## src/rtl/rd_scheduler.sv

```systemverilog
// rtl/rd_scheduler.sv - per-output round-robin burst read scheduler for the shared-memory switch
// Optional per-output 16-bit read counters on rd_cnt when RD_SCHED_CNT_EN is defined.
`ifndef PORT_NUB_TOTAL
`define PORT_NUB_TOTAL 4
`endif

module rd_scheduler #(
   parameter int PORT_NUB  = `PORT_NUB_TOTAL,
   parameter int WIDTH_SEL = $clog2(PORT_NUB),
   parameter int MAX_BURST = 8
) (
   input  logic                            clk,
   input  logic                            rst,
   input  logic [PORT_NUB*PORT_NUB-1:0]    empty,
   input  logic [PORT_NUB-1:0]             tx_ready,
   output logic [WIDTH_SEL*PORT_NUB-1:0]   rd_sel,
   output logic [PORT_NUB-1:0]             rd_en,
   output logic [PORT_NUB-1:0]             data_valid,
   output logic [PORT_NUB-1:0]             grant_busy
`ifdef RD_SCHED_CNT_EN
   ,
   output logic [16*PORT_NUB-1:0]          rd_cnt
`endif
);

   localparam int CNT_W = $clog2(MAX_BURST + 1);

   for (genvar o = 0; o < PORT_NUB; o++) begin : g_out
      typedef enum logic {IDLE, BURST} state_t;

      state_t                state;
      logic [WIDTH_SEL-1:0]  ptr;
      logic [WIDTH_SEL-1:0]  sel;
      logic [WIDTH_SEL-1:0]  winner;
      logic [WIDTH_SEL-1:0]  cand;
      logic [WIDTH_SEL-1:0]  next_ptr;
      logic [CNT_W-1:0]      burst_cnt;
      logic [PORT_NUB-1:0]   row;
      logic                  found;
      logic                  dv;
      logic                  en;
      int                    idx;

      assign row      = ~empty[o*PORT_NUB +: PORT_NUB];
      assign en       = (state == BURST) && row[sel] && tx_ready[o];
      assign next_ptr = (int'(sel) == PORT_NUB - 1) ? '0 : sel + 1'b1;

      // Scan from the highest offset down so the nearest non-empty queue after ptr wins.
      always_comb begin
         found  = 1'b0;
         winner = ptr;
         idx    = 0;
         cand   = '0;
         for (int k = PORT_NUB - 1; k >= 0; k--) begin
            idx = int'(ptr) + k;
            if (idx >= PORT_NUB) idx = idx - PORT_NUB;
            cand = WIDTH_SEL'(idx);
            if (row[cand]) begin
               found  = 1'b1;
               winner = cand;
            end
         end
      end

      always_ff @(posedge clk or posedge rst) begin
         if (rst) begin
            state     <= IDLE;
            ptr       <= '0;
            sel       <= '0;
            burst_cnt <= '0;
            dv        <= 1'b0;
         end else begin
            dv <= en;
            case (state)
               IDLE: begin
                  if (found) begin
                     sel       <= winner;
                     burst_cnt <= '0;
                     state     <= BURST;
                  end
               end
               BURST: begin
                  if (!row[sel]) begin
                     state <= IDLE;
                     ptr   <= next_ptr;
                  end else if (en) begin
                     if (burst_cnt == CNT_W'(MAX_BURST - 1)) begin
                        state <= IDLE;
                        ptr   <= next_ptr;
                     end else begin
                        burst_cnt <= burst_cnt + 1'b1;
                     end
                  end
               end
               default: state <= IDLE;
            endcase
         end
      end

      assign rd_sel[o*WIDTH_SEL +: WIDTH_SEL] = sel;
      assign rd_en[o]      = en;
      assign data_valid[o] = dv;
      assign grant_busy[o] = (state == BURST);

`ifdef RD_SCHED_CNT_EN
      logic [15:0] cnt;

      always_ff @(posedge clk or posedge rst) begin
         if (rst)     cnt <= '0;
         else if (en) cnt <= cnt + 16'd1;
      end

      assign rd_cnt[o*16 +: 16] = cnt;
`endif
   end

endmodule

```

## config.mk

```make
export PLATFORM = sky130hd
export DESIGN_NAME = rd_scheduler
export DESIGN_NICKNAME = d
export VERILOG_FILES = /design/src/rtl/rd_scheduler.sv
export SDC_FILE = /design/constraint.sdc
export NUM_CORES = 1
export LEC_CHECK = 0
export CORE_ASPECT_RATIO = 0.9
export CORE_UTILIZATION = 30
export DETAILED_ROUTE_END_ITERATION = 16
export SETUP_SLACK_MARGIN = 0.02
export SYNTH_ARGS = -nofsm -noshare
export SYNTH_HDL_FRONTEND = slang
export SYNTH_SLANG_ARGS = --single-unit
```

## constraint.sdc

```tcl
create_clock -name clk -period 3.6 [get_ports clk]
set_input_delay 0.72 -clock clk [delete_from_list [all_inputs] [get_ports clk]]
set_output_delay 0.72 -clock clk [all_outputs]
set_load 0.02 [all_outputs]
```

; Word level (Yosys, flattened, before mapping)
; Cells that the tools add are included.
[word_totals]
register_bits = 40
input_bits = 22
out_inout_bits = 20
word_cells = 296
[op_classes]
add_sub_neg = 36
magnitude_cmp = 36
eq_ne = 32
n_mux = 144
bitwise = 8
reduce_logical = 20
[op_table]
columns = operator, n
row1 = $mux 2, 48
row2 = $mux 4, 16
row3 = $lt 2x3->1 const B, 20
row4 = $mux 1, 52
row5 = $bmux 1 s2, 20
row6 = $ge 3x3->1 const B, 12
row7 = $pmux 4 s2, 4
row8 = $sub 2x1->2 const B, 16
row9 = $add 2x2->3 const B, 8
row10 = $ne 2x1->1 const B, 12
row11 = $ne 2x2->1 const B, 12
row12 = $add 4x1->4 const B, 4
row13 = $eq 4x3->1 const B, 4
row14 = $not 4->4, 4
row15 = $reduce_and 4->1, 4
row16 = $add 2x1->3 const B, 4
row17 = $ge 2x3->1 const B, 4
row18 = $reduce_and 3->1, 4
row19 = $add 2x1->2 const B, 4
row20 = $eq 2x1->1 const B, 4
row21 = $logic_and 1x1->1, 8
row22 = $pmux 1 s2, 4
row23 = $reduce_and 2->1, 4
row24 = $not 1->1, 4

; Depth between registers and ports, before layout
; Gate-level depths: netlist (run 1).
[depth]
ltp_word = 11
ltp_mapped = 5
depth_no_buf = 5

; Worst setup path before layout (run 1)
; OpenSTA, ideal clock, no wires.
[synth_timing]
kind = input port to output port
start = input port empty[7]
end = output port rd_en[1]
t_arrival_ps = 1544
t_required_ps = 2880
slack_ps = 1336
path_stages = 3
n_path_buf = 1
cell_sequence = mux4_2 -> nor2_4 -> buf_4
[synth_via]
elab_chain_len = 5
[synth_lines]
columns = element, line_no
row1 = "start, declared", 14  ; input logic [PORT_NUB*PORT_NUB-1:0] empty,
row2 = $not 4->4, 44  ; assign row = ~empty[o*PORT_NUB +: PORT_NUB];
row3 = $bmux 1 s2, 45  ; assign en = (state == BURST) && row[sel] && tx_ready[o];
row4 = $mux 1 (implied by the code), 45
row5 = $logic_and 1x1->1 (2 in a row), 45
row6 = "end, declared", 17  ; output logic [PORT_NUB-1:0] rd_en,
; Every way passes these cells. The select of a mux whose other input is x is not followed.

; Final worst setup path (run 1)
[layout_timing]
start = input port empty[5]
end = output port rd_en[1]
; The elaborated chain is that of the path after synthesis.

==> metrics.txt, run 1 <==
# TYPE chip_impl_metric gauge
chip_impl_metric{name="insertion_delay",unit="ns"} 0.29
chip_impl_info{name="outcome",value="complete, no violations"} 1
chip_impl_metric{name="finalInstanceArea",unit="sq mm"} 0.002954
chip_impl_metric{name="vias_per_cell",unit=""} 5.088
chip_impl_metric{name="sequential_element_share_of_the_synthesized_area",unit=""} 0.4122
chip_impl_metric{name="final_wl",unit="um"} 4794
chip_impl_info{name="synth_ff_type",value="dfrtp_1"} 1
chip_impl_info{name="synth_most_common_cell",value="dfrtp_1"} 1
chip_impl_metric{name="cts.htree.levels",unit=""} 2
chip_impl_metric{name="grt_start_max_net_pins",unit=""} 41
chip_impl_metric{name="hold_viol",unit=""} 0
chip_impl_metric{name="switching_power",unit="W"} 0.0008315
chip_impl_metric{name="post_synth_edffs",unit=""} 0
chip_impl_info{name="critical_path.reg2reg.endpoint",value="g_out[2].ptr[0]"} 1
chip_impl_info{name="holdPathEnd",value="g_out[0].burst_cnt[0]"} 1
chip_impl_metric{name="drc",unit=""} 0
chip_impl_metric{name="fillers",unit=""} 771
chip_impl_metric{name="report.final.setup_viol",unit=""} 0
chip_impl_info{name="cts_tree",value="yes"} 1
chip_impl_metric{name="post_cts.resized_instances",unit=""} 0
chip_impl_metric{name="io_buffer_count",unit=""} 41
chip_impl_metric{name="final_period_minus_worst_setup_slack",unit="ns"} 3.308
chip_impl_metric{name="drt_first_pass_iters",unit=""} 4
chip_impl_metric{name="syn_avg_cell_area",unit="sq um"} 10.04
chip_impl_metric{name="yosysUniqueCellTypes",unit=""} 41
chip_impl_metric{name="place_congestion",unit=""} 0.7414
chip_impl_metric{name="netSwitchingFraction",unit=""} 0.4020
chip_impl_info{name="startpoint_type",value="input port"} 1
chip_impl_info{name="worstSetupEndpointType",value="output pin"} 1
chip_impl_metric{name="share_seq_of_total_power",unit=""} 0.401
chip_impl_metric{name="routed_wire_length_per_instance",unit="um"} 12.82
chip_impl_metric{name="maxCapViolCount",unit=""} 0
chip_impl_metric{name="dpl.hpwl",unit="um"} 3470
chip_impl_metric{name="cellPowerDensity",unit="mW/mm^2"} 700.3
chip_impl_metric{name="fp.dieW",unit="um"} 96.84
chip_impl_metric{name="cts.sink_count",unit=""} 40
chip_impl_metric{name="diodes",unit=""} 0
chip_impl_metric{name="worst_hold_path.num_cells",unit=""} 1
chip_impl_metric{name="total_leakage_power",unit="nW"} 1.302
chip_impl_info{name="clock-root-buffer",value="clkbuf_8"} 1
chip_impl_metric{name="floorplan.core_area",unit="sq mm"} 0.007695
chip_impl_metric{name="yosys_warnings",unit=""} 0
chip_impl_metric{name="synth.ff_latch_count",unit=""} 40
chip_impl_metric{name="postSynthNetCount",unit=""} 272
chip_impl_metric{name="fraction_of_layout_instances_using_a_drive_strength_above_1",unit=""} 0.1151
chip_impl_metric{name="floorplan.rows",unit=""} 30
chip_impl_metric{name="power.combinational.fraction",unit=""} 0.460
chip_impl_metric{name="drtIter0Drc",unit=""} 30
chip_impl_metric{name="cts_setup_buffers",unit=""} 0
chip_impl_info{name="synth_area_leaders",value="dfrtp_1 (41%), nand2_1 (4.9%), ha_1 (4.1%), mux2i_1 (3.7%), buf_4 (3.7%)"} 1
chip_impl_metric{name="io-pin-count",unit=""} 42
chip_impl_info{name="synth.largest_area_cell",value="dfrtp_1"} 1
chip_impl_metric{name="gr-total-overflow",unit=""} 0
chip_impl_metric{name="grt.total_usage",unit=""} 0.1189
chip_impl_metric{name="vias",unit=""} 1903
chip_impl_metric{name="report.final.slew_viol_count",unit=""} 0
chip_impl_metric{name="synth_cells",unit=""} 242
chip_impl_metric{name="die_height",unit="um"} 87.36
chip_impl_info{name="grt_setup_unrepaired",value="false"} 1
chip_impl_metric{name="tightestPinTransition",unit="ns"} 0.5260
chip_impl_metric{name="vdd.ir_drop.worst",unit="mV"} 0.2090
chip_impl_metric{name="cp_data_arrival_time",unit="ns"} 2.59
chip_impl_metric{name="fin_total_pwr",unit="W"} 0.002069
chip_impl_metric{name="antenna_violations_before_repair",unit=""} 0
chip_impl_metric{name="crit_required",unit="ns"} 2.88
chip_impl_metric{name="worst-r2r-cell-count",unit=""} 3
chip_impl_metric{name="dieArea",unit="sq mm"} 0.008459
chip_impl_metric{name="utilization_after_layout",unit=""} 0.3839
chip_impl_metric{name="fin_worst_hold_slack",unit="ns"} 0.5186
chip_impl_info{name="synth.cells.most_frequent",value="dfrtp_1 (40), nand2_1 (32), o21ai_0 (16)"} 1
chip_impl_metric{name="ff2ff_setup_slack",unit="ns"} 1.85
chip_impl_metric{name="synth-async-reset-ratio",unit=""} 1.000
chip_impl_metric{name="max_frequency",unit="GHz"} 0.3023
chip_impl_metric{name="cts_made_buffers",unit=""} 5
chip_impl_metric{name="slew-limit-headroom",unit=""} 0.6494
chip_impl_metric{name="start_util",unit=""} 0.3156
chip_impl_metric{name="grt_pass1_wl",unit="um"} 8155
chip_impl_info{name="min-delay-start",value="g_out[0].burst_cnt[0]"} 1
chip_impl_info{name="crit_type",value="input port to output pin"} 1
chip_impl_metric{name="clock_power_share",unit=""} 0.139
chip_impl_metric{name="critical_path_peak_fanout",unit=""} 6
chip_impl_metric{name="synth.cell_area",unit="sq mm"} 0.002429
chip_impl_metric{name="vias_in_the_first_global_route",unit=""} 1719
chip_impl_info{name="reg2reg_from",value="g_out[2].sel[0]"} 1
chip_impl_metric{name="power.internal",unit="W"} 0.001237
chip_impl_metric{name="hold_buffers",unit=""} 0
chip_impl_metric{name="ant_nets",unit=""} 0
chip_impl_metric{name="netlist.area_leader.share",unit=""} 0.4122
chip_impl_metric{name="num-nets-final",unit=""} 308
chip_impl_metric{name="min_period_over_period",unit=""} 0.9188
chip_impl_metric{name="clkTransAtPathRegs",unit="ns"} 0.08
chip_impl_metric{name="layout_area_overhead",unit="%"} 21.64
chip_impl_metric{name="clock-skew-final",unit="ns"} 0.009059
chip_impl_metric{name="dpl_cell_area",unit="sq mm"} 0.002873
chip_impl_metric{name="accumulated_negative_setup_slack",unit="ns"} 0
chip_impl_info{name="holdCritPathClass",value="flip-flop to flip-flop"} 1
chip_impl_metric{name="cts.path.max_buffers",unit=""} 2
==> power by group through the flow <==
stage | registers (W) | clock network (W) | logic, W
final | 0.000830 | 0.000288 | 0.000951
after global routing | 0.000865 | 0.000326 | 0.00106
after CTS | 0.000832 | 0.000310 | 0.000967
after detailed placement | 0.000839 | 0 | 0.000965
after global placement | 0.000837 | 0 | 0.000949
after floorplan | 0.000829 | 0 | 0.000680
==> area by class of cell <==
| type | count | area (sq um) | area share |
|---|---|---|---|
| Tap cell | 96 | 120.1 | 0.04066 |
| Timing Repair Buffer | 42 | 417.9 | 0.1415 |
| Multi-Input combinational cell | 177 | 1289 | 0.4363 |
| Inverter | 12 | 45.04 | 0.01525 |
| Clock buffer | 5 | 68.82 | 0.02330 |
| Sequential cell | 40 | 1001 | 0.3388 |
| Clock inverter | 2 | 12.51 | 0.004235 |
==> through the flow <==
step / cells / setup slack [ns]
after global routing: 374 / 0.2430
after CTS: 374 / 0.2958
after global placement: 367 / 0.3316
final: 374 / 0.2925
after floorplan: 242 / 1.336
after detailed placement: 367 / 0.2998
==> layer usage <==
metal  vias to the layer above  GRT usage  share of wire
li1                        959          -              -
met1                       912     0.1530           0.50
met2                        27     0.1940           0.45
met3                         5    0.03210          0.033
met4                         0    0.04071          0.013
met5                         -          0              0
==> cell families after synthesis <==
group,after synthesis,synth area share
AOI/OAI and AO/OA,62,0.1803
adders and majority gates,8,0.04122
and+or+nand+nor,82,0.1793
muxes,25,0.1298
DFF,40,0.4122
buffers and inverters,25,0.05719
==> critical path, cell delays in order <==
cell	delay, ns
clkdlybuf4s50_1	0.50
mux4_2	0.56
nor2_4	0.18
clkdlybuf4s50_1	0.62
==> worst max-delay path by stage <==
stage,start,to,slack (ns),cells past startpoint
6_report,empty[5],rd_en[1],0.29,4
3_5_place_dp,empty[5],rd_en[1],0.30,4
3_3_place_gp,empty[5],rd_en[1],0.33,4
4_1_cts,empty[5],rd_en[1],0.30,4
5_1_grt,empty[5],rd_en[1],0.24,4
2_1_floorplan,empty[7],rd_en[1],1.34,3
==> registers in the layout, summed over array words and instances (netlist names) <==
register / cells
g_out.dv: 4
g_out.burst_cnt: 16
g_out.state: 4
g_out.ptr: 8
g_out.sel: 8
==> cells in the final DEF, fill, tap and decap left out, types with 3 or more instances in the layout <==
master           synthesis  routed
clkdlybuf4s50_1          0      41
dfrtp_1                 40      40
nand2_1                 32      32
o21ai_0                 16      16
a21oi_1                 12      12
inv_1                   12      12
nand4_1                 11      11
mux2i_1                  9       9
nand2b_1                 8       8
ha_1                     8       8
mux2_1                   7       7
nor2_1                   7       7
o31ai_1                  6       6
or2_2                    5       5
mux2_2                   5       5
clkbuf_8                 0       5
mux4_2                   4       4
o21ai_2                  4       4
o221ai_1                 4       4
a22o_1                   4       4
nand3b_1                 3       3
and3_1                   3       3
o21ai_1                  3       3
(Power assumes the default switching activity.)
==> inputs of run 2 (changes only) <==
--- a/config.mk
+++ b/config.mk
@@ -8,7 +8,7 @@
 export CORE_ASPECT_RATIO = 0.9
 export CORE_UTILIZATION = 30
 export DETAILED_ROUTE_END_ITERATION = 16
-export SETUP_SLACK_MARGIN = 0.02
+export SETUP_SLACK_MARGIN = 0.3
 export SYNTH_ARGS = -nofsm -noshare
 export SYNTH_HDL_FRONTEND = slang
 export SYNTH_SLANG_ARGS = --single-unit
==> run 2 against run 1 <==
Non-clock buffer count unchanged. Die area unchanged. Sequential power about the same. Critical endpoint is now rd_en[3]. Final cell count unchanged. Via count increased by 0.11%.
==> metrics.txt, run 2 (same netlist as run 1, synthesis figures left out) <==
# TYPE chip_impl_metric gauge
chip_impl_metric{name="dpl_cell_area",unit="sq mm"} 0.002873
chip_impl_info{name="critical_path.reg2reg.endpoint",value="g_out[2].ptr[0]"} 1
chip_impl_info{name="grt_setup_unrepaired",value="false"} 1
chip_impl_metric{name="grt_pass1_wl",unit="um"} 8169
chip_impl_metric{name="routed_length_on_met2",unit="um"} 2177
chip_impl_metric{name="vias_in_the_first_global_route",unit=""} 1721
chip_impl_metric{name="power.internal",unit="W"} 0.001234
chip_impl_metric{name="fin_total_pwr",unit="W"} 0.002065
chip_impl_metric{name="slew-limit-headroom",unit=""} 0.6494
chip_impl_info{name="biggestRegsByFlops",value="g_out.burst_cnt (16), g_out.ptr (8), g_out.sel (8)"} 1
chip_impl_metric{name="cts.path.max_buffers",unit=""} 2
chip_impl_metric{name="gr-total-overflow",unit=""} 0
chip_impl_metric{name="cp_data_arrival_time",unit="ns"} 2.45
chip_impl_metric{name="crit_required",unit="ns"} 2.88
chip_impl_metric{name="min_period_over_period",unit=""} 0.8815
chip_impl_metric{name="grt_start_max_net_pins",unit=""} 41
chip_impl_info{name="cts_tree",value="yes"} 1
chip_impl_metric{name="clock_power_share",unit=""} 0.140
chip_impl_metric{name="floorplan.core_area",unit="sq mm"} 0.007695
chip_impl_metric{name="dieArea",unit="sq mm"} 0.008459
chip_impl_metric{name="clock-skew-final",unit="ns"} 0.009033
chip_impl_metric{name="report.final.setup_viol",unit=""} 0
chip_impl_metric{name="layout_area_overhead",unit="%"} 21.69
chip_impl_metric{name="ant_nets",unit=""} 0
chip_impl_metric{name="hold_buffers",unit=""} 0
chip_impl_metric{name="fraction_of_layout_instances_using_a_drive_strength_above_1",unit=""} 0.1151
chip_impl_info{name="clock-root-buffer",value="clkbuf_8"} 1
chip_impl_metric{name="cts.sink_count",unit=""} 40
chip_impl_metric{name="die_height",unit="um"} 87.36
chip_impl_metric{name="cts.htree.levels",unit=""} 2
chip_impl_metric{name="finalInstanceArea",unit="sq mm"} 0.002955
chip_impl_metric{name="worst-r2r-cell-count",unit=""} 3
chip_impl_metric{name="insertion_delay",unit="ns"} 0.29
chip_impl_metric{name="drc",unit=""} 0
chip_impl_info{name="startpoint_type",value="input port"} 1
chip_impl_metric{name="hold_viol",unit=""} 0
chip_impl_metric{name="dpl.hpwl",unit="um"} 3470
chip_impl_metric{name="total_leakage_power",unit="nW"} 1.321
chip_impl_metric{name="largest_register_ff_count",unit=""} 16
chip_impl_info{name="max_flop_register",value="g_out.burst_cnt"} 1
chip_impl_info{name="outcome",value="complete, no violations"} 1
chip_impl_metric{name="final_cell_count_no_fill",unit=""} 374
chip_impl_metric{name="ff2ff_setup_slack",unit="ns"} 1.85
chip_impl_metric{name="netSwitchingFraction",unit=""} 0.4024
chip_impl_info{name="crit_type",value="input port to output pin"} 1
chip_impl_info{name="worstSetupEndpointType",value="output pin"} 1
chip_impl_metric{name="routed_wire_length_per_instance",unit="um"} 12.82
chip_impl_metric{name="antenna_violations_before_repair",unit=""} 0
chip_impl_metric{name="routed_length_on_met1",unit="um"} 2391
chip_impl_metric{name="place.detailed.instances",unit=""} 367
chip_impl_metric{name="final_wl",unit="um"} 4793
chip_impl_metric{name="vdd.ir_drop.worst",unit="mV"} 0.2074
chip_impl_metric{name="clkTransAtPathRegs",unit="ns"} 0.08
chip_impl_metric{name="cellPowerDensity",unit="mW/mm^2"} 698.8
chip_impl_metric{name="share_seq_of_total_power",unit=""} 0.402
chip_impl_metric{name="vias",unit=""} 1905
chip_impl_metric{name="num-nets-final",unit=""} 308
chip_impl_metric{name="place_congestion",unit=""} 0.7414
chip_impl_metric{name="io_buffer_count",unit=""} 41
chip_impl_info{name="timing.critical_path.to",value="rd_en[3]"} 1
chip_impl_metric{name="fin_ws",unit="ns"} 0.4265
chip_impl_metric{name="max_frequency",unit="GHz"} 0.3151
chip_impl_metric{name="diodes",unit=""} 0
chip_impl_metric{name="cts_made_buffers",unit=""} 5
chip_impl_metric{name="accumulated_negative_setup_slack",unit="ns"} 0
chip_impl_metric{name="start_util",unit=""} 0.3156
chip_impl_metric{name="fillers",unit=""} 771
chip_impl_metric{name="floorplan.rows",unit=""} 30
chip_impl_info{name="final_common_cell",value="dfrtp_1"} 1
chip_impl_metric{name="tightestPinTransition",unit="ns"} 0.5259
chip_impl_metric{name="drt_first_pass_iters",unit=""} 4
chip_impl_metric{name="drtIter0Drc",unit=""} 30
chip_impl_info{name="top_layer",value="met4"} 1
chip_impl_info{name="most-common-layout-cells",value="dfrtp_1 (40), clkdlybuf4s50_1 (39), nand2_1 (32)"} 1
chip_impl_metric{name="critical_path_peak_fanout",unit=""} 7
chip_impl_metric{name="switching_power",unit="W"} 0.0008311
chip_impl_metric{name="io-pin-count",unit=""} 42
chip_impl_metric{name="wl_met3",unit="um"} 163
chip_impl_metric{name="fp.dieW",unit="um"} 96.84
chip_impl_metric{name="grt.total_usage",unit=""} 0.1190
chip_impl_metric{name="final_period_minus_worst_setup_slack",unit="ns"} 3.173
chip_impl_metric{name="vias_per_cell",unit=""} 5.094
chip_impl_metric{name="power.combinational.fraction",unit=""} 0.459
chip_impl_info{name="reg2reg_from",value="g_out[2].sel[0]"} 1
chip_impl_metric{name="report.final.slew_viol_count",unit=""} 0
chip_impl_metric{name="worst_setup_slack_after_placement",unit="ns"} 0.2998
chip_impl_metric{name="cts_setup_buffers",unit=""} 0
chip_impl_metric{name="maxCapViolCount",unit=""} 0
chip_impl_info{name="holdCritPathClass",value="flip-flop to flip-flop"} 1
chip_impl_info{name="crit_path_start",value="empty[14]"} 1
[run 2: cell count changes in the layout (fill, tap and decap cells not counted), sizes merged]
cell	previous run	this run
dlygate4sd2	0	1
clkdlybuf4s50	41	39
dlymetal6s2s	0	1
[run 2: timing repair]
item                       in CTS  in global routing
resized for setup               1                  1
pin swaps                       0                  0
setup endpoints to repair       1                  1
[run 2: worst min path at each step]
stage / startpoint / endpoint / cells past startpoint
floorplan: g_out[0].burst_cnt[0] / g_out[0].burst_cnt[0] / 1
global placement: g_out[0].burst_cnt[0] / g_out[0].burst_cnt[0] / 1
detailed placement: g_out[0].burst_cnt[0] / g_out[0].burst_cnt[0] / 1
CTS: g_out[0].burst_cnt[0] / g_out[0].burst_cnt[0] / 1
global route: g_out[0].burst_cnt[0] / g_out[0].burst_cnt[0] / 1
finish: g_out[0].burst_cnt[0] / g_out[0].burst_cnt[0] / 1
[run 2: final cells by class]
cell class	count	area, sq um	area share
clock buffers	5	68.82	0.02329
inverters	12	45.04	0.01524
repair buffers	42	419.2	0.1418
flip-flops and latches	40	1001	0.3387
clock inverters	2	12.51	0.004234
well taps	96	120.1	0.04064
multi-input cells	177	1289	0.4361
[run 2: per-layer routing]
metal  global-route usage  up-vias
met5                    0        -
met4              0.04071        0
met3              0.03210        5
met2               0.1946       27
met1               0.1530      913
li1                     -      960
[run 2: power groups by stage]
stage          sequential [W]  clock [W]  combinational, W
2_1_floorplan        0.000829          0          0.000680
3_3_place_gp         0.000837          0          0.000949
3_5_place_dp         0.000839          0          0.000965
4_1_cts              0.000832   0.000310          0.000965
5_1_grt              0.000865   0.000326           0.00105
6_report             0.000830   0.000288          0.000947
[run 2: metrics by stage]
step / hold slack (ns) / util
4_1_cts: 0.5207 / 0.3837
2_1_floorplan: 0.4737 / -
6_report: 0.5186 / 0.3841
3_3_place_gp: 0.5001 / 0.3733
5_1_grt: 0.5273 / 0.3841
3_5_place_dp: 0.5120 / 0.3733
[run 2: worst max-delay path: stages]
cell	delay, ns
clkdlybuf4s50_1	0.50
mux2_2	0.33
o22ai_4	0.24
clkdlybuf4s50_1	0.65
==> inputs of run 3 (changes only) <==
--- a/config.mk
+++ b/config.mk
@@ -6,8 +6,10 @@
 export NUM_CORES = 1
 export LEC_CHECK = 0
 export CORE_ASPECT_RATIO = 0.9
-export CORE_UTILIZATION = 30
+export CORE_MARGIN = 5
+export CORE_UTILIZATION = 51
 export DETAILED_ROUTE_END_ITERATION = 16
+export PLACE_DENSITY = 0.77
 export SETUP_SLACK_MARGIN = 0.3
 export SYNTH_ARGS = -nofsm -noshare
 export SYNTH_HDL_FRONTEND = slang
==> run 3 against run 2 <==
Via count grew 0.84%. Count of clock-buffer cells in the layout up 1. Design area is 1.3% lower. Critical path type unchanged. Largest power group unchanged.
==> metrics.txt, run 3 (same netlist as run 1, synthesis figures left out) <==
# TYPE chip_impl_metric gauge
chip_impl_metric{name="vias",unit=""} 1921
chip_impl_info{name="crit_type",value="input port to output pin"} 1
chip_impl_metric{name="place_congestion",unit=""} 0.8064
chip_impl_metric{name="floorplan.core_area",unit="sq mm"} 0.004547
chip_impl_metric{name="hold_buffers",unit=""} 0
chip_impl_metric{name="cts_made_buffers",unit=""} 5
chip_impl_metric{name="dieArea",unit="sq mm"} 0.006244
chip_impl_metric{name="cts_setup_buffers",unit=""} 0
chip_impl_metric{name="cts.path.max_buffers",unit=""} 2
chip_impl_metric{name="critical_path_peak_fanout",unit=""} 7
chip_impl_metric{name="ant_nets",unit=""} 0
chip_impl_metric{name="layout_area_overhead",unit="%"} 20.09
chip_impl_metric{name="vdd.ir_drop.worst",unit="mV"} 0.3789
chip_impl_metric{name="final_wl",unit="um"} 4863
chip_impl_metric{name="slew-limit-headroom",unit=""} 0.3354
chip_impl_metric{name="utilization_after_layout",unit=""} 0.6414
chip_impl_info{name="holdPathEnd",value="g_out[1].burst_cnt[2]"} 1
chip_impl_metric{name="cts.htree.levels",unit=""} 2
chip_impl_metric{name="final_cell_count_no_fill",unit=""} 341
chip_impl_metric{name="cp_data_arrival_time",unit="ns"} 2.47
chip_impl_metric{name="antenna_violations_before_repair",unit=""} 0
chip_impl_metric{name="place.detailed.instances",unit=""} 334
chip_impl_metric{name="fraction_of_layout_instances_using_a_drive_strength_above_1",unit=""} 0.1147
chip_impl_metric{name="worst-r2r-cell-count",unit=""} 3
chip_impl_metric{name="cts.sink_count",unit=""} 40
chip_impl_metric{name="floorplan.rows",unit=""} 23
chip_impl_metric{name="ff2ff_setup_slack",unit="ns"} 1.84
chip_impl_metric{name="tightestPinTransition",unit="ns"} 0.9958
chip_impl_metric{name="accumulated_negative_setup_slack",unit="ns"} 0
chip_impl_info{name="final_common_cell",value="dfrtp_1"} 1
chip_impl_metric{name="hold_viol",unit=""} 0
chip_impl_metric{name="crit_required",unit="ns"} 2.88
chip_impl_metric{name="diodes",unit=""} 0
chip_impl_info{name="holdCritPathClass",value="flip-flop to flip-flop"} 1
chip_impl_metric{name="routed_wire_length_per_instance",unit="um"} 14.26
chip_impl_info{name="outcome",value="complete, no violations"} 1
chip_impl_metric{name="vias_in_the_first_global_route",unit=""} 1817
chip_impl_metric{name="gr-total-overflow",unit=""} 0
chip_impl_info{name="min-delay-start",value="g_out[1].burst_cnt[2]"} 1
chip_impl_metric{name="total_leakage_power",unit="nW"} 1.327
chip_impl_metric{name="grt_start_max_net_pins",unit=""} 28
chip_impl_metric{name="clkTransAtPathRegs",unit="ns"} 0.07
chip_impl_metric{name="fillers",unit=""} 411
chip_impl_metric{name="maxCapViolCount",unit=""} 0
chip_impl_metric{name="io_buffer_count",unit=""} 41
chip_impl_metric{name="drt_first_pass_iters",unit=""} 4
chip_impl_metric{name="num-nets-final",unit=""} 309
chip_impl_metric{name="cellPowerDensity",unit="mW/mm^2"} 709.8
chip_impl_metric{name="grt_pass1_wl",unit="um"} 8190
chip_impl_metric{name="io-pin-count",unit=""} 42
chip_impl_info{name="reg2reg_from",value="g_out[2].sel[0]"} 1
chip_impl_info{name="worstSetupEndpointType",value="output pin"} 1
chip_impl_metric{name="max_frequency",unit="GHz"} 0.3139
chip_impl_metric{name="grt.total_usage",unit=""} 0.1722
chip_impl_metric{name="die_height",unit="um"} 75.47
chip_impl_metric{name="dpl.hpwl",unit="um"} 3620
chip_impl_metric{name="min_period_over_period",unit=""} 0.8850
chip_impl_metric{name="post_cts.resized_instances",unit=""} 1
chip_impl_info{name="grt_setup_unrepaired",value="false"} 1
chip_impl_metric{name="vias_per_cell",unit=""} 5.633
chip_impl_metric{name="largest_register_ff_count",unit=""} 16
chip_impl_metric{name="report.final.slew_viol_count",unit=""} 0
chip_impl_metric{name="report.final.setup_viol",unit=""} 0
chip_impl_metric{name="drtIter0Drc",unit=""} 78
chip_impl_metric{name="clock-skew-final",unit="ns"} 0.006307
chip_impl_info{name="critical_path.reg2reg.endpoint",value="g_out[2].ptr[0]"} 1
chip_impl_metric{name="fp.dieW",unit="um"} 82.74
chip_impl_info{name="biggestRegsByFlops",value="g_out.burst_cnt (16), g_out.ptr (8), g_out.sel (8)"} 1
chip_impl_info{name="most-common-layout-cells",value="dfrtp_1 (40), clkdlybuf4s50_1 (39), nand2_1 (32)"} 1
chip_impl_metric{name="drc",unit=""} 0
chip_impl_metric{name="worst_hold_path.num_cells",unit=""} 1
chip_impl_info{name="max_flop_register",value="g_out.burst_cnt"} 1
chip_impl_info{name="clock-root-buffer",value="clkbuf_8"} 1
chip_impl_info{name="startpoint_type",value="input port"} 1
chip_impl_metric{name="start_util",unit=""} 0.5341
chip_impl_info{name="cts_tree",value="yes"} 1
chip_impl_metric{name="insertion_delay",unit="ns"} 0.29
chip_impl_metric{name="final_period_minus_worst_setup_slack",unit="ns"} 3.186
run 3: how the worst max path moves through the flow:
| stage | slack, ns | end | start |
|---|---|---|---|
| floorplan | 1.34 | rd_en[1] | empty[7] |
| finish | 0.41 | rd_en[3] | empty[14] |
| global placement | 0.32 | rd_en[1] | empty[5] |
| detailed placement | 0.28 | rd_en[1] | empty[5] |
| CTS | 0.31 | rd_en[2] | empty[9] |
| global route | 0.35 | rd_en[0] | empty[2] |
run 3: final cells by class:
class / count / area (sq um) / share of cell area
clock inverters: 1 / 5.005 / 0.001716
multi-input cells: 177 / 1289 / 0.4419
flip-flops and latches: 40 / 1001 / 0.3432
inverters: 12 / 45.04 / 0.01544
clock buffers: 6 / 72.57 / 0.02488
well taps: 62 / 77.57 / 0.02660
repair buffers: 43 / 426.7 / 0.1463
run 3: power by group:
group / internal, W / leakage [nW] / switching, W
logic: 0.000491 / 0.777 / 0.000461
registers: 0.000612 / 0.509 / 0.000223
clock network: 0.000132 / 0.0410 / 0.000152
total: 0.00124 / 1.33 / 0.000835
run 3: worst max-delay path: stages:
cell,delay (ns)
clkdlybuf4s50_1,0.50
mux2_2,0.33
o22ai_4,0.26
clkdlybuf4s50_1,0.65
run 3: metal layers:
metal | track usage | vias up | routed length (um)
li1 | - | 953 | -
met1 | 0.2315 | 916 | 2271
met3 | 0.04137 | 7 | 235
met5 | 0 | - | 0
met2 | 0.2687 | 45 | 2286
met4 | 0.07078 | 0 | 70
run 3: per-stage QoR:
step	setup slack [ns]	hold WS [ns]	instance area (sq um)	power [W]
global placement	0.3182	0.5018	2838	0.001775
global route	0.3478	0.5451	2917	0.002240
floorplan	1.336	0.4737	2429	0.001508
CTS	0.3093	0.5231	2914	0.002095
finish	0.4139	0.5246	2917	0.002070
detailed placement	0.2825	0.5132	2838	0.001805
